File: src/rtl/intra4x4_mb_ctrl.sv
// Macroblock sequencer for the intra 4x4 luma PE: walks 16 blocks in z-scan order,
// drives the PE step code, tracks neighbour availability and hands blocks to CAVLC.
module intra4x4_mb_ctrl #(
    parameter int unsigned DCT_LAT  = 3,
    parameter int unsigned IDCT_LAT = 3
) (
    input  logic       clk,
    input  logic       rst,
    input  logic       h264_reset,
    input  logic       start,
    input  logic [6:0] mb_x,
    input  logic [6:0] mb_y,
    input  logic       cavlc_ready,
    output logic [3:0] next_state,
    output logic [3:0] cur_state,
    output logic [3:0] blk_idx,
    output logic [1:0] blk_x,
    output logic [1:0] blk_y,
    output logic       mbAddrA_valid,
    output logic       mbAddrB_valid,
    output logic       cavlc_valid,
    output logic       busy,
    output logic       mb_done
);

    typedef enum logic [3:0] {
        StIdle      = 4'd0,
        StLoad      = 4'd1,
        StNext4x4   = 4'd2,
        StTopLeft   = 4'd3,
        StPrepare   = 4'd4,
        StPred      = 4'd5,
        StRes       = 4'd6,
        StDct       = 4'd7,
        StQ         = 4'd8,
        StIq        = 4'd9,
        StIdct      = 4'd10,
        StPreloop   = 4'd11,
        StRenewPix  = 4'd12,
        StWaitCavlc = 4'd13
    } state_e;

    state_e     state_q, state_d;
    logic [3:0] dwell_q, dwell_d;
    logic [3:0] blk_q, blk_d;
    logic [6:0] mb_x_q, mb_y_q;
    logic       a_valid_q, b_valid_q, mb_done_q;
    logic       clear;
    logic       a_valid_d, b_valid_d;

    assign clear = rst | h264_reset;

    always_comb begin
        state_d = StIdle;
        if (!clear) begin
            case (state_q)
                StIdle:            state_d = start ? StLoad : StIdle;
                StLoad, StNext4x4: state_d = StTopLeft;
                StTopLeft:         state_d = StPrepare;
                StPrepare:         state_d = StPred;
                StPred:            state_d = StRes;
                StRes:             state_d = StDct;
                StDct:             state_d = (dwell_q == 4'd0) ? StQ : StDct;
                StQ:               state_d = StIq;
                StIq:              state_d = StIdct;
                StIdct:            state_d = (dwell_q == 4'd0) ? StPreloop : StIdct;
                StPreloop:         state_d = StRenewPix;
                StRenewPix:        state_d = StWaitCavlc;
                StWaitCavlc: begin
                    if (!cavlc_ready)        state_d = StWaitCavlc;
                    else if (blk_q == 4'd15) state_d = StIdle;
                    else                     state_d = StNext4x4;
                end
                default:           state_d = StIdle;
            endcase
        end
    end

    // Dwell counter is loaded one cycle before entering a latency state and counts down to 0.
    always_comb begin
        dwell_d = dwell_q;
        case (state_q)
            StRes:         dwell_d = 4'(DCT_LAT - 1);
            StIq:          dwell_d = 4'(IDCT_LAT - 1);
            StDct, StIdct: if (dwell_q != 4'd0) dwell_d = dwell_q - 4'd1;
            default:       dwell_d = dwell_q;
        endcase
    end

    always_comb begin
        case (state_q)
            StLoad:    blk_d = 4'd0;
            StNext4x4: blk_d = blk_q + 4'd1;
            default:   blk_d = blk_q;
        endcase
    end

    // Availability is computed from the block about to be entered so it is stable from TOPLEFT.
    assign a_valid_d = (blk_d[2] | blk_d[0]) | (mb_x_q != 7'd0);
    assign b_valid_d = (blk_d[3] | blk_d[1]) | (mb_y_q != 7'd0);

    always_ff @(posedge clk) begin
        if (clear) begin
            state_q   <= StIdle;
            dwell_q   <= 4'd0;
            blk_q     <= 4'd0;
            mb_x_q    <= 7'd0;
            mb_y_q    <= 7'd0;
            a_valid_q <= 1'b0;
            b_valid_q <= 1'b0;
            mb_done_q <= 1'b0;
        end else begin
            state_q <= state_d;
            dwell_q <= dwell_d;
            blk_q   <= blk_d;
            if (state_q == StIdle && start) begin
                mb_x_q <= mb_x;
                mb_y_q <= mb_y;
            end
            if (state_d == StTopLeft) begin
                a_valid_q <= a_valid_d;
                b_valid_q <= b_valid_d;
            end
            mb_done_q <= (state_q == StWaitCavlc) && cavlc_ready && (blk_q == 4'd15);
        end
    end

    assign next_state    = state_d;
    assign cur_state     = state_q;
    assign blk_idx       = blk_q;
    assign blk_x         = {blk_q[2], blk_q[0]};
    assign blk_y         = {blk_q[3], blk_q[1]};
    assign mbAddrA_valid = a_valid_q;
    assign mbAddrB_valid = b_valid_q;
    assign cavlc_valid   = (state_q == StWaitCavlc);
    assign busy          = (state_q != StIdle);
    assign mb_done       = mb_done_q;

endmodule

File: config.mk
export PLATFORM = sky130hd
export DESIGN_NAME = intra4x4_mb_ctrl
export DESIGN_NICKNAME = d
export VERILOG_FILES = /design/src/rtl/intra4x4_mb_ctrl.sv
export SDC_FILE = /design/constraint.sdc
export NUM_CORES = 1
export LEC_CHECK = 0
export ABC_CLOCK_PERIOD_IN_PS = 2750
export CAP_MARGIN = 0
export CORE_UTILIZATION = 30
export DETAILED_ROUTE_END_ITERATION = 6
export GPL_TIMING_DRIVEN = 0
export MAX_ROUTING_LAYER = met4
export PLACE_DENSITY_LB_ADDON = 0.3
export SYNTH_ARGS = -nofsm -noshare
export SYNTH_HDL_FRONTEND = slang
export SYNTH_SLANG_ARGS = --single-unit
File: constraint.sdc
create_clock -name clk -period 2.75 [get_ports clk]
set_input_delay 0.55 -clock clk [delete_from_list [all_inputs] [get_ports clk]]
set_output_delay 0.55 -clock clk [all_outputs]
set_load 0.05 [all_outputs]
# Word level (Yosys, flattened, before mapping)
# Cells that the tools add are included.
[word_totals]
out_inout_bits = 21
wordCells = 55
ff_bits = 29
[classes]
mux = 10
n_eq_ne = 16
bitwise = 5
reduce_logical = 14
addsub = 2
[op_table]
columns = ["op", "count"]
rows = [
  ["$pmux 4 s13", 1],
  ["$eq 4x4->1 const B", 7],
  ["$eq 4x3->1 const B", 4],
  ["$mux 4", 4],
  ["$pmux 4 s2", 2],
  ["$reduce_bool 7->1", 2],
  ["$eq 4x2->1 const B", 3],
  ["$logic_not 4->1", 2],
  ["$reduce_bool 4->1", 2],
  ["$reduce_or 2->1", 3],
  ["$or 1x1->1", 5],
  ["$add 4x1->4 const B", 1],
  ["$eq 4x1->1 const B", 1],
  ["$sub 4x1->4 const B", 1],
  ["$logic_and 1x1->1", 3],
  ["$mux 1", 2],
  ["$mux 2", 1],
  ["$ne 2x2->1 const B", 1],
  ["$reduce_and 2->1", 1],
  ["$reduce_bool 2->1", 1],
]

# Logic depth before layout (Yosys ltp)
# Gate-level depths: netlist of run 1.
[depth]
depth_word = 6
mapped_depth = 7
mapped_depth_nobuf = 7

# Worst setup path before layout of run 1
# Ideal clock, no wire load.
[synth_timing]
path_type = "reg2out"
start = "reg state_q[1] (netlist: cur_state[1])"
end = "out next_state[0]"
required_ns = 2.200
setup_slack_ns = 0.013
t_arrival_ns = 2.187
stages_incl_launch_ff = 7
cell_sequence = "dfxtp_1 buf_4 nor3_1 or3_1 o32ai_2 a31oi_1 nor2_1"
[synth_via]
elab_chain_len = 4
elab_cells_between_ends = 17
classes_between = "eq/ne (13); mux (2); reduce/logical (2)"
[synth_rtl]
columns = ["item", "line", "text"]
rows = [
  ["start: declaration", "43", "state_e state_q, state_d;"],
  ["start signal: assignment", "104", "state_q <= StIdle;"],
  ["start signal: assignment", "113", "state_q <= state_d;"],
  ["$eq 4x2->1 / $eq 4x1->1 (equally long branches)", "56", "case (state_q)"],
  ["$reduce_or 2->1", "56", ""],
  ["$pmux 4 s13 *", "56", ""],
  ["$mux 4 *", "55", "if (!clear) begin"],
  ["end: declaration", "14", "output logic [3:0] next_state,"],
]
# Mark *: on every way between the ends. The rest lies on a longest branch, timed or not.

# Final worst setup path of run 1
[layout_timing]
start = "reg dwell_q[0]"
end = "out next_state[0]"
[layout_via]
elab_chain_len = 4
elab_cells_between_ends = 5
classes_between = "mux (4); reduce/logical (1)"
[layout_rtl]
columns = ["item", "line", "text"]
rows = [
  ["start: declaration", "44", "logic [3:0] dwell_q, dwell_d;"],
  ["start signal: assignment", "114", "dwell_q <= dwell_d;"],
  ["$logic_not 4->1 *", "63, 66", ""],
  ["$mux 1 / $mux 4 (equally long branches)", "66, 63", ""],
  ["$pmux 4 s13 *", "56", ""],
  ["$mux 4 *", "55", ""],
]
# Marks and branches as above.

==> flow_summary_export.csv, run 1 <==
group,metric,value,unit
setup_path,critPathSlowestCell,"or3b_4",
clocking,cts_max_path_buffers,2,
clocking,clk_latency,0.28,ns
routing,firstDrtPassIters,4,
synth,syn_area,1560,um^2
sta,hold_ws,0.457,ns
setup_path,reg2reg_from,"dwell_q[0]$_SDFFE_PP0P_",
synth,synth_simple_gate_area_frac,0.316,
grt,grtUsageTotal,0.146,
die,fp.dieArea,5480,um^2
synth,synth_top_family_by_area,"simple AND/OR/NAND/NOR gates",
sta,slew_headroom,0.627,
sta,fin_skew,0.00172,ns
synth,synth_seq_cells,29,
synth,yosys_warnings,0,
die,fp-row-count,25,
setup_path,required,2.20,ns
flow_run,maxCapViolCount,0,
sta,finalHoldViolCount,0,
synth,synthCells,193,
die,core,4850,um^2
placed_design,hpwl,2610,um
sta,max_clock_freq,381,MHz
sta,period_share,0.956,
grt,overflow,0,
setup_path,crit_path_start_kind,"flop",
run_status,status,"completed",
die,chipWidth,74.1,um
setup_path,crit_family,"simple AND/OR/NAND/NOR gates",
clocking,clock-sinks,29,
setup_path,critical_path_class,"reg2out",
setup_path,crit_start,"dwell_q[0]$_SDFFE_PP0P_",
synth,synth_mux_area_frac,0.0129,
clocking,path_clk_slew,0.06,ns
die,fp.dieH,74.1,um
setup_path,worst_ep_arrival_time,2.08,ns
layout,diodes,0,
power_and_ir_drop,peakVddDrop,204,uV
setup_path,critPathBufInv,2,
clocking,cts_root_buf,"clkbuf_8",
die,pin_count,40,
placed_design,dp.cells,299,
sta,worst_pin_slew,0.559,ns
clocking,cts_tree,"done",
sta,setup_viol,0,
synth,yosysSeqAreaShare,0.373,
sta,rsz0062_at_grt,"false",
placed_design,gp_congestion,0.870,
synth,synth.distinct_cells,48,
clocking,ctsHoldBuffers,0,
sta,period_needed,2.63,ns
routing,ant_nets,0,
synth,syn_nets,214,
sta,tns,0,ns
routing,finalWirelength,3540,um
synth,synth_compound_area_frac,0.187,
routing,drt_iter0_drc,113,
layout,syn_to_final_growth,37.9,%
routing,viasPerCell,4.78,
setup_path,cp_max_fo,4,
power_and_ir_drop,power,0.00108,W
clocking,htreeDepth,2,
layout,fin_nets,260,
grt,grt_pass1_vias,1299,
routing,vias,1467,
layout,drive_gt1_frac,0.150,
grt,antenna_found_initial,0,
sta,report.final.slew_viol_count,0,
min_path,worstHoldStart,"mb_y_q[3]$_SDFFE_PP0P_",
power_and_ir_drop,power_density,502,nW/um^2
die,start_util,0.321,
grt,grt_pass1_wl,5900,um
synth,synth_xor_area_frac,0.0169,
setup_path,path_cells,"inv_1 -> ha_1 -> or3b_4 -> and3_2 -> o32ai_2 -> a31oi_1 -> nor2_1 -> clkbuf_4",
layout,layoutNonFillerInstCount,307,
min_path,min_path_type,"reg2reg",
synth,synthAdderAreaFrac,0.0161,
setup_path,end_kind,"primary output",
grt,grt_max_degree,11,
routing,route.detailed.drc,0,
placed_design,io_buffers,39,
clocking,numCtsBuffers,5,
setup_path,max_stage_delay,0.42,ns
routing,avgRoutedWirePerCell,11.5,um
synth,synth_area_per_cell,8.07,um^2
power_and_ir_drop,p_leak,0.829,nW
-- through the flow --
stage                     instance area, um^2   util  setup WS (ns)
final                                    2150  0.443          0.122
after global routing                     2150  0.443        0.00133
after CTS                                2160  0.445         0.0327
after detailed placement                 2030  0.419         -0.446
after global placement                   2030  0.419         -0.447
after floorplan                          1560      -         0.0133
-- sequential cells by signal, indices dropped and copies added, names as in the netlist --
| name | flops |
|---|---|
| mb_x_q | 7 |
| dwell_q | 4 |
| mb_y_q | 7 |
| mbAddrA_valid | 1 |
| mbAddrB_valid | 1 |
| cur_state | 4 |
| blk_idx | 4 |
| mb_done | 1 |
-- cell type report --
type	count	area, um^2
well taps	67	83.8
inverters	4	15.0
clock buffers	5	68.8
multi-input cells	145	856
flip-flops and latches	29	581
clock inverters	3	65.1
repair buffers	39	373
plain buffers	15	106
fillers	498	2700
-- kinds of logic (layout without fill, tap and decap cells) --
group,Yosys count,after routing
flops,29,29
mux,2,2
simple gates,96,96
xor+xnor,3,3
fa+ha+maj,2,2
compound gates,42,42
buf+inv,19,66
-- power breakdown --
part	leakage [nW]	switching [W]	internal, W	total (W)
combinational	0.526	0.0000657	0.0000552	0.000121
sequential	0.235	0.00000512	0.000429	0.000434
clock	0.0681	0.000164	0.000360	0.000524
total	0.829	0.000235	0.000843	0.00108
-- synth_stat cells (all sizes together) --
library cell | number | area, um^2
nand2b | 4 | 25.0
a21o | 2 | 15.0
dfxtp | 29 | 581
xnor2 | 2 | 17.5
or3b | 1 | 11.3
nor3 | 5 | 25.0
and2 | 2 | 12.5
nand2 | 40 | 153
and3 | 4 | 26.3
inv | 4 | 15.0
nand4 | 2 | 12.5
ha | 2 | 25.0
a21oi | 24 | 131
clkbuf | 4 | 15.0
o32ai | 1 | 16.3
a22o | 1 | 17.5
or2 | 2 | 15.0
and2b | 1 | 7.51
a2111oi | 2 | 25.0
nor2b | 4 | 25.0
nor4 | 3 | 18.8
a211oi | 1 | 12.5
a221o | 1 | 10.0
o311ai | 1 | 8.76
a31oi | 3 | 18.8
nor3b | 1 | 12.5
buf | 11 | 91.3
nand4bb | 1 | 11.3
nand4b | 1 | 8.76
or3 | 2 | 12.5
xor2 | 1 | 8.76
a22oi | 1 | 7.51
mux2i | 2 | 20.0
a211o | 1 | 8.76
o21ai | 4 | 20.0
nand3 | 8 | 45.0
nor2 | 13 | 56.3
nand3b | 2 | 15.0
-- tightest hold or removal path: cells and delay by family (launching register included) --
family,cells,cell delay (ns)
flops,1,0.31
simple gates,1,0.05
compound gates,1,0.05
-- repair_timing --
| action | 4_1_cts | 5_1_grt |
|---|---|---|
| setup buffers | 0 | 0 |
| endpoints found under the setup margin | 4 | 4 |
| gates resized for setup | 11 | 7 |
-- path summary, 6_finish.rpt --
path	end	slack (ns)	cells after the start
hold / removal	mb_y_q[3]$_SDFFE_PP0P_	0.46	2
setup / recovery	next_state[0]	0.12	8
setup reg to reg	dwell_q[1]$_SDFFE_PP0P_	0.95	7
hold reg to reg	mb_y_q[3]$_SDFFE_PP0P_	0.46	2
-- cells in the final DEF, fill, tap and decap left out, types with 3 or more instances in the layout --
cell type,count
a21oi_1,23
a31oi_1,3
and3_1,3
buf_4,7
buf_6,3
clkbuf_1,4
clkbuf_8,5
clkdlybuf4s50_1,35
dfxtp_1,29
inv_1,4
nand2_1,39
nand2b_1,4
nand3_1,7
nor2_1,12
nor2b_1,4
nor3_1,5
nor4_1,3
-- layer usage --
layer,part of all wire,vias to the layer above,global-route usage
met5,0,-,-
met4,0.016,0,0.0577
met3,0.050,7,0.0407
met2,0.43,41,0.207
met1,0.51,655,0.194
li1,-,764,-
Note: power is estimated with default switching activity, not from simulation.
==> run 2, diff against run 1 <==
Settings changed: ABC_AREA set to 0, CORE_MARGIN set to 4.
==> flow_summary_export.csv, run 2 (synthesized netlist as in run 1, its figures left out) <==
group,metric,value,unit
layout,fin_nets,260,
sta,period_share,0.969,
placed_design,placed_cell_area,2030,um^2
sta,setup_viol,0,
grt,antenna_found_initial,0,
clocking,cts_tree,"done",
sta,fin_skew,0.00558,ns
routing,avgRoutedWirePerCell,12.4,um
min_path,min_path_type,"reg2reg",
setup_path,worst_ep_arrival_time,2.11,ns
clocking,cts_max_path_buffers,2,
grt,grt_pass1_wl,6340,um
layout,drive_gt1_frac,0.150,
routing,route.detailed.drc,0,
layout,fillers,520,
power_and_ir_drop,p_leak,0.829,nW
sta,hold_ws,0.455,ns
grt,grt_pass1_vias,1372,
power_and_ir_drop,power_density,504,nW/um^2
die,core,4880,um^2
placed_design,io_buffers,39,
setup_path,path_cells,"clkdlybuf4s50_1 -> nor2_2 -> nand2_1 -> a21oi_1 -> clkdlybuf4s15_1",
flow_run,maxCapViolCount,0,
die,fp.dieArea,6410,um^2
routing,drt_iter0_drc,104,
routing,firstDrtPassIters,4,
setup_path,max_stage_delay,0.51,ns
routing,finalWirelength,3800,um
sta,report.final.slew_viol_count,0,
clocking,path_clk_slew,0.07,ns
clocking,clk_latency,0.28,ns
layout,diodes,0,
setup_path,critical_path_class,"in2out",
layout,layout_top_registers,"mb_x_q x7, mb_y_q x7",
die,start_util,0.319,
grt,overflow,0,
sta,period_needed,2.66,ns
grt,grtUsageTotal,0.130,
die,fp.dieH,80.1,um
layout,syn_to_final_growth,38.4,%
setup_path,worst-r2r-cell-count,7,
routing,vias,1486,
setup_path,r2r_slack,0.92,ns
setup_path,critPathSlowestCell,"clkdlybuf4s15_1",
run_status,status,"completed",
routing,ant_nets,0,
sta,setup_ws,0.0854,ns
power_and_ir_drop,power,0.00109,W
clocking,clock-sinks,29,
setup_path,end_kind,"primary output",
placed_design,pre_cts_ws,-0.483,ns
placed_design,hpwl,2840,um
setup_path,crit_path_start_kind,"primary input",
power_and_ir_drop,peakVddDrop,284,uV
setup_path,reg2reg_to,"dwell_q[1]$_SDFFE_PP0P_",
sta,tns,0,ns
setup_path,reg2reg_from,"dwell_q[0]$_SDFFE_PP0P_",
layout,fin_area,2160,um^2
clocking,cts_root_buf,"clkbuf_8",
setup_path,required,2.20,ns
sta,worst_pin_slew,0.545,ns
sta,finalHoldViolCount,0,
clocking,htreeDepth,2,
setup_path,crit_family,"buffers and inverters",
die,chipWidth,80.1,um
placed_design,gp_congestion,0.840,
sta,max_clock_freq,375,MHz
clocking,numCtsBuffers,5,
grt,grt_max_degree,11,
routing,viasPerCell,4.84,
die,fp-row-count,25,
layout,layout_common_cells,"39 x nand2_1, 35 x clkdlybuf4s50_1, 29 x dfxtp_1",
setup_path,cp-endpoint,"next_state[2]",
setup_path,cp_max_fo,8,
setup_path,crit_cells,5,
layout,final_common_cell,"nand2_1",
die,pin_count,40,
setup_path,critPathBufInv,2,
setup_path,crit_start,"h264_reset",
sta,slew_headroom,0.637,
sta,rsz0062_at_grt,"false",
[run 2: worst min path at each step]
stage / from / to / slack [ns] / depth (start not counted)
5_1_grt: mb_x_q[3]$_SDFFE_PP0P_ / mb_x_q[3]$_SDFFE_PP0P_ / 0.46 / 2
2_1_floorplan: mb_x_q[3]$_SDFFE_PP0P_ / mb_x_q[3]$_SDFFE_PP0P_ / 0.44 / 2
3_3_place_gp: mb_x_q[1]$_SDFFE_PP0P_ / mb_x_q[1]$_SDFFE_PP0P_ / 0.44 / 2
3_5_place_dp: mb_y_q[2]$_SDFFE_PP0P_ / mb_y_q[2]$_SDFFE_PP0P_ / 0.45 / 2
4_1_cts: mb_y_q[2]$_SDFFE_PP0P_ / mb_y_q[2]$_SDFFE_PP0P_ / 0.46 / 2
6_report: mb_y_q[2]$_SDFFE_PP0P_ / mb_y_q[2]$_SDFFE_PP0P_ / 0.45 / 2
[run 2: area by class of cell]
class                           instances  area (um^2)  share of cell area
Inverter                                4         15.0             0.00696
Multi-Input combinational cell        145          858               0.398
Sequential cell                        29          581               0.269
Buffer                                 15          106              0.0493
Clock buffer                            5         68.8              0.0319
Timing Repair Buffer                   39          378               0.175
Tap cell                               67         83.8              0.0389
Clock inverter                          3         65.1              0.0302
[run 2: per-stage QoR]
stage | cells | utilization
2_1_floorplan | 193 | -
3_3_place_gp | 299 | 0.416
3_5_place_dp | 299 | 0.416
4_1_cts | 307 | 0.443
5_1_grt | 307 | 0.442
6_report | 307 | 0.442
[run 2: power breakdown]
group | switching [W] | total, W | internal (W) | leakage (nW)
registers | 0.00000510 | 0.000434 | 0.000428 | 0.235
logic | 0.0000667 | 0.000122 | 0.0000555 | 0.526
clock network | 0.000171 | 0.000531 | 0.000360 | 0.0681
[run 2: routing by layer]
layer  vias to the layer above  track usage  part of all wire
met5                         -            -                 0
met1                       672        0.170              0.49
met3                         8       0.0359             0.053
met2                        47        0.186              0.43
li1                        759            -                 -
met4                         0       0.0591             0.019
[run 2: what timing repair did]
| action | 4_1_cts | 5_1_grt |
|---|---|---|
| setup buffers | 0 | 0 |
| endpoints found under the setup margin | 4 | 4 |
| gates resized for setup | 13 | 6 |
| hold buffers | 0 | 0 |
[run 2: tightest hold or removal path, stage by stage (launching register included)]
cell and delay, ns:
dfxtp_1 0.31, nand2_1 0.05, a21oi_1 0.05
==> run 3, diff against run 2 <==
Settings changed: ABC_CLOCK_PERIOD_IN_PS 2750 to 3150.
Clock period 2.75 ns to 3.15 ns, I/O delays scaled along.
==> flow_summary_export.csv, run 3 (synthesized netlist as in run 1, its figures left out) <==
group,metric,value,unit
power_and_ir_drop,p_sw,0.000211,W
grt,antenna_found_initial,0,
clocking,cts_root_buf,"clkbuf_8",
clocking,clk_latency,0.28,ns
run_status,status,"completed",
routing,firstDrtPassIters,4,
setup_path,worst_ep_arrival_time,2.45,ns
power_and_ir_drop,p_clk_frac,0.489,
sta,rsz0062_at_grt,"true",
setup_path,cp_max_fo,8,
routing,vias,1487,
routing,ant_nets,0,
grt,grt_max_degree,11,
routing,drt_iter0_drc,105,
power_and_ir_drop,peakVddDrop,248,uV
die,start_util,0.319,
clocking,cts_tree,"done",
sta,setup_viol,0,
setup_path,required,2.52,ns
routing,maxUsedRoutingLayer,"met4",
sta,worst_pin_slew,0.531,ns
sta,period_share,0.979,
setup_path,crit_path_start_kind,"primary input",
sta,finalHoldViolCount,0,
clocking,numCtsBuffers,5,
layout,diodes,0,
routing,dr_wl_met3,221,um
layout,layout_top_registers,"mb_x_q x7, mb_y_q x7",
die,core,4880,um^2
routing,finalWirelength,3740,um
setup_path,max_stage_delay,0.55,ns
layout,layout_common_cells,"39 x nand2_1, 35 x clkdlybuf4s50_1, 29 x dfxtp_1",
clocking,cts_setup_buffers,0,
routing,wl_met2,1640,um
die,fp-row-count,25,
routing,avgRoutedWirePerCell,12.2,um
clocking,path_clk_slew,0.07,ns
setup_path,path_cells,"clkdlybuf4s50_1 -> nor2_1 -> nand2_1 -> a31oi_1 -> clkdlybuf4s15_1",
grt,grtUsageTotal,0.129,
die,chipWidth,80.1,um
min_path,min_path_type,"reg2reg",
grt,grt_pass1_vias,1364,
layout,drive_gt1_frac,0.133,
min_path,whs_path_depth,2,
die,fp.dieH,80.1,um
layout,fillers,516,
power_and_ir_drop,combPwrFrac,0.112,
setup_path,critPathBufInv,2,
routing,viasPerCell,4.84,
sta,tns,0,ns
placed_design,hpwl,2840,um
placed_design,gp_congestion,0.840,
placed_design,pre_cts_ws,-0.243,ns
layout,fin_nets,260,
die,fp.dieArea,6410,um^2
sta,fin_skew,0.00559,ns
sta,period_needed,3.08,ns
setup_path,critical_path_class,"in2out",
clocking,cts_max_path_buffers,2,
clocking,htreeDepth,2,
setup_path,crit_cells,5,
placed_design,placed_cell_area,2030,um^2
setup_path,crit_family,"buffers and inverters",
sta,report.final.slew_viol_count,0,
setup_path,end_kind,"primary output",
layout,postLayoutCoreUtil,0.443,
power_and_ir_drop,power,0.000948,W
setup_path,worst-r2r-cell-count,7,
setup_path,critPathSlowestCell,"clkdlybuf4s15_1",
power_and_ir_drop,p_leak,0.835,nW
routing,wl_met1,1800,um
sta,max_clock_freq,324,MHz
layout,syn_to_final_growth,38.9,%
flow_run,maxCapViolCount,0,
power_and_ir_drop,power_density,438,nW/um^2
layout,fin_area,2160,um^2
power_and_ir_drop,internal_power,0.000736,W
grt,overflow,0,
sta,setup_ws,0.0672,ns
power_and_ir_drop,switching_share,0.223,
placed_design,io_buffers,39,
die,pin_count,40,
grt,grt_pass1_wl,6290,um
layout,final_common_cell,"nand2_1",
clocking,clock-sinks,29,
routing,route.detailed.drc,0,
sta,slew_headroom,0.646,
clocking,ctsHoldBuffers,0,
power_and_ir_drop,pwr-share-seq,0.399,
run 3: timing repair:
action / CTS / global route
setup endpoints to repair: 4 / 2
gates resized for setup: 4 / 2
gates cloned: 0 / 0
run 3: layer usage:
| layer | global-route usage | vias to the layer above |
|---|---|---|
| met3 | 0.0359 | 8 |
| met4 | 0.0591 | 0 |
| li1 | - | 758 |
| met2 | 0.185 | 48 |
| met5 | - | - |
| met1 | 0.168 | 673 |
run 3: final timing paths:
path / from / to / slack [ns]
worst min-delay path: mb_y_q[2]$_SDFFE_PP0P_ / mb_y_q[2]$_SDFFE_PP0P_ / 0.45
worst max-delay path: h264_reset / next_state[1] / 0.07
worst max register to register: dwell_q[0]$_SDFFE_PP0P_ / dwell_q[1]$_SDFFE_PP0P_ / 1.32
worst min register to register: mb_y_q[2]$_SDFFE_PP0P_ / mb_y_q[2]$_SDFFE_PP0P_ / 0.45
run 3: layout make-up:
| cell class | count | area (um^2) | share of cell area |
|---|---|---|---|
| clock inverters | 3 | 65.1 | 0.0301 |
| plain buffers | 15 | 106 | 0.0492 |
| repair buffers | 39 | 388 | 0.179 |
| inverters | 4 | 15.0 | 0.00694 |
| well taps | 67 | 83.8 | 0.0388 |
| multi-input cells | 145 | 856 | 0.396 |
| clock buffers | 5 | 68.8 | 0.0318 |
| flip-flops and latches | 29 | 581 | 0.268 |
run 3: worst reg2reg max path, cell delays in order (launching register included):
cell and delay (ns):
dfxtp_1 0.31, inv_1 0.08, ha_1 0.20, or3b_4 0.42
a22o_4 0.25, a21oi_4 0.21, nor3_1 0.10, a211oi_2 0.19
run 3: metrics by stage:
stage | hold slack, ns | cells
after floorplan | 0.436 | 193
after global placement | 0.443 | 299
after detailed placement | 0.449 | 299
after CTS | 0.459 | 307
after global routing | 0.464 | 307
final | 0.455 | 307
run 3: power groups by stage:
stage	logic, W	registers (W)	clock network (W)
floorplan	0.0000586	0.000391	0
global placement	0.000108	0.000387	0
detailed placement	0.000107	0.000387	0
CTS	0.000106	0.000378	0.000471
global route	0.000117	0.000379	0.000490
finish	0.000106	0.000378	0.000463
